<file path="config.mk">
export PLATFORM = sky130hd
export DESIGN_NAME = store_buffer
export DESIGN_NICKNAME = d
export VERILOG_FILES = /design/src/rtl/store_buffer.sv
export SDC_FILE = /design/constraint.sdc
export NUM_CORES = 1
export LEC_CHECK = 0
export ABC_AREA = 0
export CAP_MARGIN = 10
export CORE_MARGIN = 10
export CORE_UTILIZATION = 56
export CTS_BUF_LIST = sky130_fd_sc_hd__clkbuf_2
export DETAILED_ROUTE_END_ITERATION = 8
export PLACE_DENSITY_LB_ADDON = 0.08
export SLEW_MARGIN = 20
export SYNTH_ARGS = -nofsm -noshare
export SYNTH_HDL_FRONTEND = slang
export SYNTH_SLANG_ARGS = --single-unit
</file>
<file path="constraint.sdc">
create_clock -name clk -period 4.15 [get_ports clk]
set_clock_uncertainty 0.15 [all_clocks]
set_input_delay 0.6225 -clock clk [delete_from_list [all_inputs] [get_ports clk]]
set_output_delay 0.6225 -clock clk [all_outputs]
set_load 0.05 [all_outputs]
</file>
<file path="src/rtl/store_buffer.sv">
// Posted-write store buffer between the core MEM stage and data memory.
// Stores queue in a FIFO and drain in order; loads wait for the drain, then issue.
module store_buffer #(
  parameter int unsigned DEPTH = 4
) (
  input  logic        clk,
  input  logic        reset,
  input  logic [31:0] cpu_addr,
  input  logic [31:0] cpu_write_data,
  input  logic        cpu_memwrite,
  input  logic        cpu_memread,
  input  logic [3:0]  cpu_sign_mask,
  output logic [31:0] cpu_read_data,
  output logic        cpu_stall,
  output logic [31:0] mem_addr,
  output logic [31:0] mem_write_data,
  output logic        mem_memwrite,
  output logic        mem_memread,
  output logic [3:0]  mem_sign_mask,
  input  logic [31:0] mem_read_data,
  input  logic        mem_clk_stall,
  output logic        sb_empty
);

  localparam int unsigned PtrW = $clog2(DEPTH);
  localparam int unsigned CntW = PtrW + 1;

  typedef enum logic [2:0] {
    StIdle,
    StIssueW,
    StIssueR,
    StWaitHi,
    StWaitLo,
    StLoadDone
  } state_e;

  state_e state_q, state_d;

  logic [31:0] fifo_addr_q [DEPTH];
  logic [31:0] fifo_data_q [DEPTH];
  logic [3:0]  fifo_mask_q [DEPTH];

  logic [PtrW-1:0] wr_ptr_q, wr_ptr_d;
  logic [PtrW-1:0] rd_ptr_q, rd_ptr_d;
  logic [CntW-1:0] count_q, count_d;

  logic        is_load_q, is_load_d;
  logic [31:0] mem_addr_q, mem_addr_d;
  logic [31:0] mem_wdata_q, mem_wdata_d;
  logic        mem_we_q, mem_we_d;
  logic        mem_re_q, mem_re_d;
  logic [3:0]  mem_mask_q, mem_mask_d;
  logic [31:0] rd_data_q, rd_data_d;
  logic        sb_empty_q, sb_empty_d;

  logic full;
  logic push;
  logic pop;

  // Full is judged on the registered count, so a same-cycle pop never admits a push.
  assign full = (count_q == CntW'(DEPTH));
  assign push = cpu_memwrite & ~full;
  assign pop  = (state_q == StWaitLo) & ~mem_clk_stall & ~is_load_q;

  assign cpu_stall = (cpu_memwrite & full) | (cpu_memread & (state_q != StLoadDone));

  always_comb begin
    wr_ptr_d = wr_ptr_q;
    rd_ptr_d = rd_ptr_q;
    count_d  = count_q;
    if (push) wr_ptr_d = wr_ptr_q + PtrW'(1);
    if (pop)  rd_ptr_d = rd_ptr_q + PtrW'(1);
    unique case ({push, pop})
      2'b10:   count_d = count_q + CntW'(1);
      2'b01:   count_d = count_q - CntW'(1);
      default: count_d = count_q;
    endcase
  end

  always_comb begin
    state_d     = state_q;
    is_load_d   = is_load_q;
    mem_addr_d  = mem_addr_q;
    mem_wdata_d = mem_wdata_q;
    mem_mask_d  = mem_mask_q;
    mem_we_d    = 1'b0;
    mem_re_d    = 1'b0;
    rd_data_d   = rd_data_q;
    unique case (state_q)
      StIdle: begin
        // Memory still busy (e.g. after a mid-access reset) blocks any issue.
        if (!mem_clk_stall) begin
          if (count_q != '0) begin
            state_d     = StIssueW;
            is_load_d   = 1'b0;
            mem_addr_d  = fifo_addr_q[rd_ptr_q];
            mem_wdata_d = fifo_data_q[rd_ptr_q];
            mem_mask_d  = fifo_mask_q[rd_ptr_q];
            mem_we_d    = 1'b1;
          end else if (cpu_memread) begin
            state_d     = StIssueR;
            is_load_d   = 1'b1;
            mem_addr_d  = cpu_addr;
            mem_wdata_d = cpu_write_data;
            mem_mask_d  = cpu_sign_mask;
            mem_re_d    = 1'b1;
          end
        end
      end
      StIssueW, StIssueR: state_d = StWaitHi;
      StWaitHi: begin
        if (mem_clk_stall) state_d = StWaitLo;
      end
      StWaitLo: begin
        if (!mem_clk_stall) begin
          if (is_load_q) begin
            rd_data_d = mem_read_data;
            state_d   = StLoadDone;
          end else begin
            state_d = StIdle;
          end
        end
      end
      StLoadDone: state_d = StIdle;
      default:    state_d = StIdle;
    endcase
  end

  assign sb_empty_d = (count_d == '0) && (state_d == StIdle);

  always_ff @(posedge clk or posedge reset) begin
    if (reset) begin
      state_q     <= StIdle;
      wr_ptr_q    <= '0;
      rd_ptr_q    <= '0;
      count_q     <= '0;
      is_load_q   <= 1'b0;
      mem_addr_q  <= '0;
      mem_wdata_q <= '0;
      mem_we_q    <= 1'b0;
      mem_re_q    <= 1'b0;
      mem_mask_q  <= '0;
      rd_data_q   <= '0;
      sb_empty_q  <= 1'b1;
    end else begin
      state_q     <= state_d;
      wr_ptr_q    <= wr_ptr_d;
      rd_ptr_q    <= rd_ptr_d;
      count_q     <= count_d;
      is_load_q   <= is_load_d;
      mem_addr_q  <= mem_addr_d;
      mem_wdata_q <= mem_wdata_d;
      mem_we_q    <= mem_we_d;
      mem_re_q    <= mem_re_d;
      mem_mask_q  <= mem_mask_d;
      rd_data_q   <= rd_data_d;
      sb_empty_q  <= sb_empty_d;
    end
  end

  // Entry storage needs no reset: count gates every read.
  always_ff @(posedge clk) begin
    if (push) begin
      fifo_addr_q[wr_ptr_q] <= cpu_addr;
      fifo_data_q[wr_ptr_q] <= cpu_write_data;
      fifo_mask_q[wr_ptr_q] <= cpu_sign_mask;
    end
  end

  assign cpu_read_data  = rd_data_q;
  assign mem_addr       = mem_addr_q;
  assign mem_write_data = mem_wdata_q;
  assign mem_memwrite   = mem_we_q;
  assign mem_memread    = mem_re_q;
  assign mem_sign_mask  = mem_mask_q;
  assign sb_empty       = sb_empty_q;

endmodule

</file>
After elaboration in Yosys (flattened, before gate mapping)
Memories as Yosys holds them, arrays and structs flattened.
Cells that the tools add are included.
{"block": "word_totals", "mem_count": 3, "reg_bits": 114, "ramBits": 272}
{"memory": "fifo_addr_q", "depth": 4, "word_bits": 32, "rd": 1, "rd_clocked_by_memory_dff": 0, "wr": 1, "line_no": "39", "source": "logic [31:0] fifo_addr_q [DEPTH];"}
{"memory": "fifo_data_q", "depth": 4, "word_bits": 32, "rd": 1, "rd_clocked_by_memory_dff": 0, "wr": 1, "line_no": "40", "source": "logic [31:0] fifo_data_q [DEPTH];"}
{"memory": "fifo_mask_q", "depth": 4, "word_bits": 4, "rd": 1, "rd_clocked_by_memory_dff": 0, "wr": 1, "line_no": "41", "source": "logic [3:0] fifo_mask_q [DEPTH];"}
{"block": "classes", "addsub": 4, "bitwise": 9, "n_eq_ne": 8, "reduce_logical": 9, "n_mux": 25}
{"operator": "two-way mux 32 bit", "n": 4}
{"operator": "two-way mux 3 bit", "n": 6}
{"operator": "one-hot mux 3 bit (4 select lines)", "n": 1}
{"operator": "two-way mux 1 bit", "n": 11}
{"operator": "logical NOT 3 bit", "n": 3}
{"operator": "two-way mux 4 bit", "n": 2}
{"operator": "== test 3 x 2 -> 1 bit, second input constant", "n": 2}
{"operator": "== test 3 bit, second input constant", "n": 2}
{"operator": "one-hot mux 3 bit (2 select lines)", "n": 1}
{"operator": "AND reduction 3 bit", "n": 2}
{"operator": "AND 1 bit", "n": 5}
{"operator": "adder 2 x 1 -> 2 bit, second input constant", "n": 2}
{"operator": "adder 3 x 1 -> 3 bit, second input constant", "n": 1}
{"operator": "== test 3 x 1 -> 1 bit, second input constant", "n": 1}
{"operator": "!= test 3 bit, second input constant", "n": 1}
{"operator": "NOT 1 bit", "n": 3}
{"operator": "nonzero test 3 bit", "n": 1}
{"operator": "subtractor 3 x 1 -> 3 bit, second input constant", "n": 1}
{"operator": "== test 2 x 1 -> 1 bit, second input constant", "n": 1}
{"operator": "== test 2 bit, second input constant", "n": 1}
{"operator": "nonzero test 2 bit", "n": 1}
{"operator": "OR reduction 2 bit", "n": 1}
{"operator": "logical AND 1 bit", "n": 1}
{"operator": "bitwise OR 1 bit", "n": 1}

Logic depth before layout (Yosys ltp)
{"block": "logic_depth", "word_depth": 7, "mapped_depth": 10}

Least setup slack after synthesis
OpenSTA, ideal clock, no wires.
{"block": "synth_timing", "path_kind": "in2reg", "startpoint": "input port cpu_memwrite", "endpoint": "memory fifo_addr_q[0][0], enable pin", "required_ns": 3.567, "t_arrival_ns": 2.642, "cell_stages": 2, "slack_ns": 0.924, "n_path_buf": 0, "setup_time_ns": 0.433, "path_cell_list": "a21boi_1 -> and2_1"}
{"block": "synth_between", "elab_chain_cells": 3}
{"element": "start, declared", "line_no": "10", "source": "input logic cpu_memwrite,"}
{"element": "AND 1 bit", "line_no": "62", "source": "assign push = cpu_memwrite & ~full;"}
{"element": "two-way mux 1 bit", "line_no": "163", "source": "if (push) begin"}
{"element": "two-way mux 1 bit (implied by the code)", "line_no": "164", "source": "fifo_addr_q[wr_ptr_q] <= cpu_addr;"}
{"element": "end, declared", "line_no": "39"}
Every way passes these cells.

Worst setup path in the final report
{"block": "layout_timing", "startpoint": "register count_q[0]", "endpoint": "output port cpu_stall"}
{"block": "layout_between", "elab_chain_cells": 3}
{"element": "start, declared", "line_no": "45", "source": "logic [CntW-1:0] count_q, count_d;"}
{"element": "start signal, assigned", "line_no": "149", "source": "count_q <= count_d;"}
{"element": "== test 3 bit", "line_no": "61", "source": "assign full = (count_q == CntW'(DEPTH));"}
{"element": "AND 1 bit", "line_no": "65", "source": "assign cpu_stall = (cpu_memwrite & full) | (cpu_memread & (state_q != StLoadDone));"}
{"element": "bitwise OR 1 bit", "line_no": "65"}
{"element": "end, declared", "line_no": "14", "source": "output logic cpu_stall,"}
Every way passes these cells.

==> impl_metrics.env <==
export IMPL_status="complete, no violations"
export IMPL_io_pins=209
export IMPL_power_switching_mw=5.30
export IMPL_path_class="reg2out"
export IMPL_clk_pin_slew_ns=0.11
export IMPL_synth_edf_count=272
export IMPL_cap_viol_max_count=0
export IMPL_vdd_ir_drop_worst_v=0.000461
export IMPL_setup_viol=0
export IMPL_combPwrFrac=0.392
export IMPL_nets=1242
export IMPL_grt_setup_unrepaired="no"
export IMPL_crit_start="count_q[0]"
export IMPL_routed_wl_um=31500
export IMPL_p_leak_nw=6.74
export IMPL_grt_max_degree=70
export IMPL_maxSlewHeadroom=0.297
export IMPL_grt_pass1_vias=9267
export IMPL_vias=8477
export IMPL_cts_root_buf="clkbuf_2"
export IMPL_cts_resized=0
export IMPL_dpl_hpwl_um=19500
export IMPL_numCtsBuffers=93
export IMPL_antenna_found_initial=1
export IMPL_ys_seq_area_frac=0.744
export IMPL_ys_warn_count=0
export IMPL_initial_core_util=0.569
export IMPL_drtAntennaViolNets=0
export IMPL_rr_startpoint="count_q[0]"
export IMPL_grt_pass1_wl_um=50800
export IMPL_clkLatencyLatePin_ns=0.85
export IMPL_syn_area_um2=14800
export IMPL_overflow=0
export IMPL_ys_types=39
export IMPL_synthFlopType="edfxtp_1"
export IMPL_hold_buffers=0
export IMPL_fin_area_um2=18100
export IMPL_internal_power_mw=8.36
export IMPL_area_delta_synth_final_pct=22.4
export IMPL_p_sw_frac=0.388
export IMPL_place_congestion=0.724
export IMPL_r2r_end="sb_empty"
export IMPL_regArea_um2=11000
export IMPL_drt_iter0_markers=544
export IMPL_tns_ns=0
export IMPL_cts_tree="done"
export IMPL_power_density_nw_per_um2=754
export IMPL_fill_cells=1812
export IMPL_cts_buffer_depth=3
export IMPL_drcViolationCount=0
export IMPL_p_total_mw=13.7
export IMPL_synthesis_nets=974
export IMPL_wl_per_cell_um=20.4
export IMPL_placed_area_um2=17200
export IMPL_critPathCaptureType="primary output"
export IMPL_netlist_top_cells_area="edfxtp_1 55%, dfrtp_1 19%, mux4_2 10%, nand2_1 3.6%, a31oi_1 2.8%"
export IMPL_worst_pin_slew_ns=1.05
export IMPL_cp_max_fo=6
export IMPL_async_reset_ff_frac=0.295
export IMPL_synth_top_area_frac=0.551
export IMPL_hp_class="in2async"
export IMPL_placedCellCount=1371
export IMPL_avgSynthCellArea_um2=17.2
export IMPL_core_area_um2=26100
export IMPL_maxSlewViolCount=0
export IMPL_holdWs_ns=0.105
export IMPL_seq_power_share=0.426
export IMPL_clkPwrFrac=0.183
export IMPL_final_instance_count_excl_fill=1547
export IMPL_hold_violations=0
export IMPL_dieArea_um2=33400
export IMPL_portBuffers=208
export IMPL_die_y_um=183
export IMPL_fmax_ghz=0.303
export IMPL_grt_util_all_layers=0.192
export IMPL_r2r_slack_ns=1.50
export IMPL_first_pass_iters=5
export IMPL_multi_input_area_um2=3490
export IMPL_synthCells=863
export IMPL_ys_ff_latch=386
export IMPL_start_kind="register"
export IMPL_vias_per_cell=5.48
export IMPL_fin_crit_sh=0.795
export IMPL_crit_required_ns=3.38
export IMPL_r2r_cells=10
export IMPL_row_count=59
export IMPL_crit_arrival_ns=2.53
export IMPL_die_width_um=183
export IMPL_cts_max_level=3
export IMPL_drive_above_1_share=0.247
export IMPL_period_needed_ns=3.30
export IMPL_clkSinkCount=386
export IMPL_yosys_area_top_type="edfxtp_1"
export IMPL_post_cts_buffers=0
[cell usage in the layout (no fill, tap or decap), drive strengths merged]
master         count
a21boi             1
a21oi              1
a221o              1
a221oi             1
a22o               1
a31oi             68
a32o               1
and2               5
and3               1
and4bb             1
buf               15
bufinv             1
clkbuf           166
clkdlybuf4s50    208
clkinv             5
dfrtp            113
dfstp              1
diode              1
edfxtp           272
fa                 1
ha                 5
inv               11
mux2              32
mux4              68
nand2            141
nand3              1
nand3b             1
nand4b             2
nor2              71
nor2b              1
nor3               1
nor4               2
o211ai             1
o21a               1
o21ai              1
o21bai             1
or3                1
xnor2              4
xor2               3
[worst max-delay path by stage]
stage	endpoint	slack (ns)	depth (start not counted)
floorplan	count_q[0]	0.36	1
global placement	sb_empty	1.05	10
detailed placement	sb_empty	0.97	10
CTS	cpu_stall	0.75	3
global route	cpu_stall	0.68	3
finish	cpu_stall	0.85	3
[metrics by stage]
| stage | util | setup slack [ns] |
|---|---|---|
| finish | 0.696 | 0.851 |
| global route | 0.696 | 0.679 |
| CTS | 0.696 | 0.748 |
| detailed placement | 0.661 | 0.973 |
| global placement | 0.661 | 1.05 |
| floorplan | - | 0.363 |
[sequential cells by signal, summed over array words and instances (netlist names), 2 cells and up]
register / flops
fifo_addr_q: 128
fifo_mask_q: 16
rd_ptr_q: 2
mem_write_data: 32
cpu_read_data: 32
mem_addr: 32
state_q: 3
count_q: 3
mem_sign_mask: 4
wr_ptr_q: 2
fifo_data_q: 128
[cells in the mapped netlist (2+ instances only)]
cell,n
and2_1,5
xor2_1,3
a31oi_1,67
buf_2,16
dfrtp_1,113
xnor2_1,4
buf_4,3
clkbuf_1,20
nor2_1,71
mux2_2,32
buf_6,11
edfxtp_1,272
mux4_2,68
ha_1,5
nand2_1,141
nand4b_1,2
inv_1,8
[per-layer routing]
| metal | GRT usage | vias up | part of all wire |
|---|---|---|---|
| li1 | - | 3883 | - |
| met1 | 0.240 | 4273 | 0.41 |
| met5 | 0 | - | 0 |
| met2 | 0.316 | 291 | 0.51 |
| met3 | 0.0546 | 30 | 0.073 |
| met4 | 0.0651 | 0 | 0.014 |
[critical path, cell delays in order, from the launching register on]
cell and delay, ns:
dfrtp_1 0.47, nor2_1 0.21, a32o_1 0.19, clkdlybuf4s50_1 0.81
[power by group through the flow]
| stage | clock, mW | sequential [mW] | combinational [mW] |
|---|---|---|---|
| 5_1_grt | 2.80 | 5.95 | 5.73 |
| 3_3_place_gp | 0 | 5.88 | 5.37 |
| 2_1_floorplan | 0 | 7.30 | 2.20 |
| 6_report | 2.50 | 5.82 | 5.35 |
| 4_1_cts | 2.58 | 5.84 | 5.44 |
| 3_5_place_dp | 0 | 5.91 | 5.42 |
[layout make-up]
type	instances	share of cell area
flip-flops and latches	386	0.608
multi-input cells	419	0.192
repair buffers	223	0.125
clock buffers	166	0.0458
well taps	335	0.0231
clock inverters	9	0.00331
inverters	8	0.00179
diodes	1	0.000138
[logic make-up (layout without fill, tap and decap cells)]
family,after synthesis,after routing,synth area share
adders and majority gates,6,6,0.00557
xor gates and xnor gates,7,7,0.00414
DFF,386,386,0.744
buffers and inverters,58,406,0.0224
AOI/OAI and AO/OA,78,78,0.0344
other,0,1,0
muxes,100,100,0.128
and+or+nand+nor,228,228,0.0619
(Power assumes the default switching activity.)
